File: src/rtl/muldiv_ctrl_pkg.sv
// muldiv_ctrl_pkg: op and state encodings shared by the sequencer and the ID-stage decoder
package muldiv_ctrl_pkg;
   localparam logic [1:0] OP_MULT  = 2'b00;
   localparam logic [1:0] OP_MULTU = 2'b01;
   localparam logic [1:0] OP_DIV   = 2'b10;
   localparam logic [1:0] OP_DIVU  = 2'b11;
   typedef enum logic [2:0] {
      S_IDLE = 3'd0,
      S_PREP = 3'd1,
      S_RUN  = 3'd2,
      S_FIX  = 3'd3,
      S_DONE = 3'd4
   } state_e;
endpackage

File: src/rtl/muldiv_step.sv
// muldiv_step: one shift-add multiply or restoring-divide iteration on the double-width accumulator
module muldiv_step #(
   parameter int WIDTH = 32
) (
   input  logic [2*WIDTH-1:0] acc_i,
   input  logic [WIDTH-1:0]   opd_i,
   input  logic               div_i,
   output logic [2*WIDTH-1:0] acc_o
);
   logic [WIDTH:0]   sum;
   logic [WIDTH:0]   rem_sh;
   logic [WIDTH+1:0] diff;
   assign sum    = {1'b0, acc_i[2*WIDTH-1:WIDTH]} + {1'b0, acc_i[0] ? opd_i : {WIDTH{1'b0}}};
   assign rem_sh = acc_i[2*WIDTH-1:WIDTH-1];
   assign diff   = {1'b0, rem_sh} - {2'b00, opd_i};
   assign acc_o  = div_i ? {diff[WIDTH+1] ? rem_sh[WIDTH-1:0] : diff[WIDTH-1:0], acc_i[WIDTH-2:0], ~diff[WIDTH+1]}
                         : {sum, acc_i[WIDTH-1:1]};
endmodule

File: src/rtl/muldiv_ctrl.sv
// muldiv_ctrl: iterative MULT/MULTU/DIV/DIVU sequencer that stalls the pipeline and delivers HI/LO
module muldiv_ctrl
   import muldiv_ctrl_pkg::*;
#(
   parameter int               WIDTH  = 32,
   parameter logic [WIDTH-1:0] DIVZ_Q = '1
) (
   input  logic             clk,
   input  logic             reset,
   input  logic             start,
   input  logic [1:0]       op,
   input  logic [WIDTH-1:0] a,
   input  logic [WIDTH-1:0] b,
   input  logic             flush,
   output logic             busy,
   output logic             stall,
   output logic             done,
   output logic [WIDTH-1:0] hi,
   output logic [WIDTH-1:0] lo
);
   localparam int CW = $clog2(WIDTH);
   state_e             state_q, state_d;
   logic [1:0]         op_q, op_d;
   logic [WIDTH-1:0]   a_q, a_d, b_q, b_d, opd_q, opd_d, hi_q, hi_d, lo_q, lo_d;
   logic [2*WIDTH-1:0] acc_q, acc_d, step_acc, prod;
   logic [CW-1:0]      cnt_q, cnt_d;
   logic               neg_q, neg_d, rneg_q, rneg_d;
   logic               sgn_op, div_op, a_neg, b_neg, divz;
   logic [WIDTH-1:0]   abs_a, abs_b, quo, rem, hi_fix, lo_fix;
   assign sgn_op = (op_q == OP_MULT) | (op_q == OP_DIV);
   assign div_op = (op_q == OP_DIV) | (op_q == OP_DIVU);
   assign a_neg  = sgn_op & a_q[WIDTH-1];
   assign b_neg  = sgn_op & b_q[WIDTH-1];
   assign abs_a  = a_neg ? -a_q : a_q;
   assign abs_b  = b_neg ? -b_q : b_q;
   assign divz   = b_q == '0;
   assign prod   = neg_q ? -acc_q : acc_q;
   assign quo    = neg_q ? -acc_q[WIDTH-1:0] : acc_q[WIDTH-1:0];
   assign rem    = rneg_q ? -acc_q[2*WIDTH-1:WIDTH] : acc_q[2*WIDTH-1:WIDTH];
   assign hi_fix = !div_op ? prod[2*WIDTH-1:WIDTH] : divz ? a_q : rem;
   assign lo_fix = !div_op ? prod[WIDTH-1:0] : divz ? DIVZ_Q : quo;
   assign busy   = (state_q == S_PREP) | (state_q == S_RUN) | (state_q == S_FIX);
   assign stall  = busy | (start & (state_q == S_IDLE));
   assign done   = state_q == S_DONE;
   assign hi     = hi_q;
   assign lo     = lo_q;
   muldiv_step #(.WIDTH(WIDTH)) u_step (
      .acc_i (acc_q),
      .opd_i (opd_q),
      .div_i (div_op),
      .acc_o (step_acc)
   );
   // state and datapath registers; reset clears the committed result too
   always_ff @(posedge clk) begin
      if (reset) begin
         state_q <= S_IDLE;
         op_q    <= '0;
         a_q     <= '0;
         b_q     <= '0;
         opd_q   <= '0;
         acc_q   <= '0;
         cnt_q   <= '0;
         neg_q   <= 1'b0;
         rneg_q  <= 1'b0;
         hi_q    <= '0;
         lo_q    <= '0;
      end else begin
         state_q <= state_d;
         op_q    <= op_d;
         a_q     <= a_d;
         b_q     <= b_d;
         opd_q   <= opd_d;
         acc_q   <= acc_d;
         cnt_q   <= cnt_d;
         neg_q   <= neg_d;
         rneg_q  <= rneg_d;
         hi_q    <= hi_d;
         lo_q    <= lo_d;
      end
   end
   // next state: latch on start, prepare magnitudes, iterate, sign-fix and commit; flush aborts
   always_comb begin
      state_d = state_q;
      op_d    = op_q;
      a_d     = a_q;
      b_d     = b_q;
      opd_d   = opd_q;
      acc_d   = acc_q;
      cnt_d   = cnt_q;
      neg_d   = neg_q;
      rneg_d  = rneg_q;
      hi_d    = hi_q;
      lo_d    = lo_q;
      case (state_q)
         S_IDLE: if (start && !flush) begin
            state_d = S_PREP;
            op_d    = op;
            a_d     = a;
            b_d     = b;
         end
         S_PREP: begin
            state_d = flush ? S_IDLE : S_RUN;
            acc_d   = {{WIDTH{1'b0}}, abs_a};
            opd_d   = abs_b;
            cnt_d   = CW'(WIDTH - 1);
            neg_d   = a_neg ^ b_neg;
            rneg_d  = a_neg;
         end
         S_RUN: begin
            state_d = flush ? S_IDLE : (cnt_q == '0) ? S_FIX : S_RUN;
            acc_d   = step_acc;
            cnt_d   = cnt_q - 1'b1;
         end
         S_FIX: begin
            state_d = flush ? S_IDLE : S_DONE;
            hi_d    = flush ? hi_q : hi_fix;
            lo_d    = flush ? lo_q : lo_fix;
         end
         default: state_d = S_IDLE;
      endcase
   end
endmodule
File: config.mk
export PLATFORM = sky130hd
export DESIGN_NAME = muldiv_ctrl
export DESIGN_NICKNAME = d
export VERILOG_FILES = /design/src/rtl/muldiv_ctrl_pkg.sv /design/src/rtl/muldiv_step.sv /design/src/rtl/muldiv_ctrl.sv
export SDC_FILE = /design/constraint.sdc
export NUM_CORES = 1
export LEC_CHECK = 0
export ABC_AREA = 1
export CAP_MARGIN = 5
export CORE_MARGIN = 2
export CORE_UTILIZATION = 55
export DETAILED_ROUTE_END_ITERATION = 12
export PLACE_DENSITY_LB_ADDON = 0.3
export SKIP_CTS_REPAIR_TIMING = 1
export SYNTH_ARGS = -nofsm -noshare
export SYNTH_HDL_FRONTEND = slang
export SYNTH_SLANG_ARGS = --single-unit
export TNS_END_PERCENT = 1
File: constraint.sdc
create_clock -name clk -period 3.2 [get_ports clk]
set_clock_uncertainty 0.15 [all_clocks]
set_input_delay 0.64 -clock clk [delete_from_list [all_inputs] [get_ports clk]]
set_output_delay 0.64 -clock clk [all_outputs]
set_load 0.01 [all_outputs]
# Word-level counts from Yosys, hierarchy flattened
# Index checks and enable logic that the tools add are counted.
# word_totals
register_bits	236
latchBits	0
mem_bits_rw	0
mem_bits_ro	0
in_bits	70
output_inout_bits	67
mem_count	0
# op_classes
add_sub_neg	8
mul	0
div_mod_pow	0
magnitude_cmp	0
n_eq_ne	7
shifts	0
muxes	20
n_bitwise	11
reduce_logical	9
# ops
operator	count
$mux 32	10
$mux 64	2
$neg 32->32	4
$pmux 64 s2	1
$neg 64->64	1
$sub 33x32->34	1
$add 32x32->33	1
$logic_not 32->1	1
$pmux 3 s4	1
$pmux 5 s2	1
$eq 3x2->1 const B	2
$mux 3	2
$logic_not 5->1	1
$or 1x1->1	5
$sub 5x1->5 const B	1
$eq 2x2->1 const B	2
$mux 2	2
$reduce_and 2->1	2
$and 1x1->1	3
$eq 3x1->1 const B	1
$eq 3x3->1 const B	1
$logic_not 3->1	1
$logic_not 2->1	1
$ne 2x1->1 const B	1
other kinds (6)	7

# Depth between registers and ports, before layout
# depth
ltp_word	5
mapped_depth	22
depth_no_buf	20

# Hierarchy
# Synthesis repeated with hierarchy kept, for this count alone.
# hier_totals
cells_unflattened	3435
hier_area_um2	19718.9
# modules_own_cells
mod	instances	cells_each	area_per_inst_um2	seq_area_each_um2
muldiv_ctrl	1	2164	13566.8	4724.5
muldiv_step	1	1271	6152.2	0.0

# Least setup slack after synthesis
# OpenSTA, ideal clock, no wires.
# synth_timing
path_kind	register to register
startpoint	reg acc_q[0]
endpoint	reg acc_q[57]
setup_ns	0.132
t_arrival_ns	2.418
required_ns	2.918
setup_slack_ns	0.499
path_stages_with_launch	22
synth_period_minus_slack_ns	2.701
cell_sequence	dfxtp_1 -> buf_2 -> buf_1 -> nand2_1 -> inv_1 -> ha_1 -> inv_1 -> fa_1 -> inv_1 -> nand3_1 -> nand3_1 -> nand2_1 -> nand2_1 -> nand2_1 -> nand2_1 -> nand2_1 -> nand3_1 -> nand3_1 -> nand2_1 -> inv_1 -> nand2_1 -> a21oi_1
# synth_via
elab_chain_len	4
# synth_lines
item	line_no	source
start: declaration	muldiv_ctrl.sv:25	logic [2*WIDTH-1:0] acc_q, acc_d, step_acc, prod;
start signal: assignment	muldiv_ctrl.sv:61	acc_q <= '0;
start signal: assignment	muldiv_ctrl.sv:73	acc_q <= acc_d;
$mux 32	muldiv_step.sv:13	assign sum = {1'b0, acc_i[2*WIDTH-1:WIDTH]} + {1'b0, acc_i[0] ? opd_i : {WIDTH{1'b0}}};
$add 32x32->33	muldiv_step.sv:13	
$mux 64	muldiv_step.sv:16	assign acc_o = div_i ? {diff[WIDTH+1] ? rem_sh[WIDTH-1:0] : diff[WIDTH-1:0], acc_i[WIDTH-2:0], ~diff[WIDTH+1]}
$pmux 64 s2	muldiv_ctrl.sv:94	case (state_q)
# No other way between the ends.
# A chain may end at the register's enable or synchronous reset.

# Worst setup path in the final report
# layout_timing
startpoint	reg acc_q[47]
endpoint	reg acc_q[32]
# layout_via
elab_chain_len	4
# layout_lines
item	line_no	source
$sub 33x32->34	muldiv_step.sv:15	assign diff = {1'b0, rem_sh} - {2'b00, opd_i};
$mux 32	muldiv_step.sv:16	
$mux 64	muldiv_step.sv:16	
$pmux 64 s2	muldiv_ctrl.sv:94	
# No other way between the ends.

==> run metrics <==
placed cells=~3800; P&R area growth vs syn=15.68%; CTS tree=done; final hold viol count=0; Worst Max-Slew Pin Slew=~870 ps; DRC viols=0; total gr overflow=0; syn_nets=3418; worst r2r path cells=14; DRT Wirelength=~82 mm; Root Buffer=clkbuf_16; Seq cells post-synth=roughly 240; Final TNS setup=0 ps; Seq/Total Area, Yosys=approximately a quarter; worst-path maximum fanout=19; clk sink count=236; global-route wire length before repair=122.4 mm; FF-to-FF Start=acc_q[47]; Setup CP Type=flop to flop; Port Buffers=approximately 140; Final Max Tran Viols=0; worst endpoint required time=between 3000 and 4000 ps; fin cells=a little under 4000; core area=about 34000 sq um; Yosys cell types=50; slew margin rel.=42.26%; DRT iter0 DRCs=3535; RSZ-0062 raised after global routing=no; Clk pin slew, worst setup/hold paths=~60 ps; GRT Util Overall=43.78%; HP Start=cnt_q[3]; hpwl dp=around 63 mm; ANT nets after route=0; status=completed; Leak=about 11 nW; vias after detailed routing=23480; CP Capture Type=flop; R2R setup slack=around 100 ps; Post-Syn Area=a little under 20000 sq um; RR Endpoint=acc_q[32]; Post-synth ARST share=0%; Die Y=190.9 microns; Top FF cell, synth=dfxtp_1; Design Power=approximately 10 mW; Placer Congestion=approximately 1.0; Initial Utilization=approximately 56%; # rows=68; vias per inst=approximately 6.1; Arr. time, crit path=3370 ps; die area=roughly 36000 sq um; Routed wire per std cell=21.18 microns; Pre-antenna DRT Iters=10; fin crit share=a little over nine tenths; Fmax=~320 MHz; Hold Crit Class=flop to flop; largest net degree at the start of global routing=95; number of diodes=0; Post-synth EDFFs=0; worst skew pair latency=roughly 600 ps; worst hold-check slack=341.8 ps; pwr dens=~450 nW/um^2; share of cells above drive strength 1=under 10%; Max Cap Viol=0; Die Wd=around 190 microns; worst hold endpoint=cnt_q[3]; Mapped Avg Cell Area=roughly 6 sq um; antenna violations before repair=5; Final Critical Period=a little over 3000 ps; Mapped Cells=roughly 3300; area occupied by multi-input gates=roughly 12000 sq um; final number of setup-violating endpoints=0; net count reported at finish=around 3500; CTS buffer count=28; vias in the first global route=~21000; Reg area=roughly 4700 sq um; clk buf depth=3; Hold Path Depth=2; htree depth=1; Synth warnings=0; Ports=between 100 and 150; Worst Setup Start Kind=flop; maximum vdd drop=0.0005139 V; fillers=3126
## routing by layer
metal | part of all wire [%] | up-vias | global-route usage [%]
li1 | - | 10850 | -
met2 | 39 | 1801 | 60.10
met3 | 17 | 234 | 16.45
met1 | 41 | 10580 | 62.98
met5 | 0.075 | - | 0
met4 | 3.4 | 10 | 12.40
## metrics by stage
stage                     worst slack (ps)  cell area [sq um]  utilization, %
after floorplan                      499.5              19220               -
after global placement               137.4              21210           61.55
after detailed placement             141.1              21210           61.55
after CTS                            126.0              22220           64.49
after global routing                 7.075              22230           64.52
final                                101.5              22230           64.52
## synth_stat cells, types with 6 or more instances
cell / number / area share, %
nor2_2: 8 / 0.26
dfxtp_1: 236 / 25
xor2_1: 91 / 4.1
ha_1: 69 / 4.5
a21oi_1: 279 / 7.3
nand3b_1: 9 / 0.35
nand3_1: 267 / 7.0
o211ai_1: 46 / 1.8
o31ai_1: 6 / 0.23
inv_1: 452 / 8.8
o221ai_1: 10 / 0.46
o21ai_0: 299 / 7.8
nand2_1: 821 / 16
nand4_1: 34 / 1.1
o21ai_1: 17 / 0.44
clkbuf_1: 102 / 2.0
buf_2: 11 / 0.29
o21bai_1: 7 / 0.27
buf_1: 15 / 0.29
inv_2: 6 / 0.12
nand2_2: 6 / 0.20
nor2_1: 354 / 6.9
a31oi_1: 27 / 0.88
nor3_1: 38 / 0.99
clkinv_1: 6 / 0.12
nor3_2: 6 / 0.31
## cell type report
cell class	instances	share of cell area, %
Clock buffer	43	3.765
Tap cell	455	2.561
Clock inverter	9	0.7879
Multi-Input combinational cell	2442	54.86
Inverter	464	7.846
Sequential cell	236	21.27
Timing Repair Buffer	211	8.915
## worst max-delay path, cell delays in order (launching register included)
cell     delay [ps]
dfxtp_1         680
ha_1            410
nand2_1         190
inv_1            60
nand2_1          60
nand2_1          90
a21oi_1         290
nand2_2         130
nand2_4          90
nand2_4          70
buf_4           220
inv_2           200
nor2_1           90
o21ai_1         140
a21oi_1          70
## state kept, by name (all words and copies together), names as in the netlist
register	flops
a_q	32
acc_q	64
b_q	32
cnt_q	5
hi	32
lo	32
neg_q	1
op_q	2
opd_q	32
rneg_q	1
state_q	3
## cells by family after synthesis
kind of cell               count (synthesis)  synth area share (%)
and+or+nand+nor                         1564                 34.24
xor gates and xnor gates                  95                 4.330
buffers and inverters                    599                 12.08
DFF                                      236                 24.58
adders and majority gates                 71                 4.701
AOI/OAI and AO/OA                        712                 20.06
## report_power, final
| group | internal [mW] | total [mW] | switching, mW |
|---|---|---|---|
| Sequential | 3.12 | 3.39 | 0.274 |
| Combinational | 0.919 | 3.11 | 2.19 |
| Clock | 2.13 | 3.52 | 1.39 |
| Total | 6.16 | 10.0 | 3.85 |
## how the worst max path moves through the flow
| stage | from | endpoint | slack [ps] | cells past startpoint |
|---|---|---|---|---|
| floorplan | acc_q[0] | acc_q[57] | 500 | 21 |
| global placement | acc_q[47] | acc_q[39] | 140 | 15 |
| detailed placement | acc_q[47] | acc_q[38] | 140 | 15 |
| CTS | acc_q[47] | acc_q[38] | 130 | 15 |
| global route | opd_q[2] | acc_q[53] | 7 | 18 |
| finish | acc_q[47] | acc_q[32] | 100 | 14 |
## cells in the final DEF (no fill, tap or decap), drive strengths merged, types with 45 or more instances in the layout
| cell | netlist | final |
|---|---|---|
| nand2 | 830 | 830 |
| clkdlybuf4s50 | 0 | 135 |
| o211ai | 48 | 48 |
| nor2 | 364 | 364 |
| dfxtp | 236 | 236 |
| xor2 | 91 | 91 |
| ha | 69 | 69 |
| a21oi | 281 | 281 |
| buf | 33 | 76 |
| o21ai | 318 | 318 |
| nor3 | 45 | 45 |
| inv | 458 | 459 |
| nand3 | 270 | 270 |
(Power assumes the default switching activity.)
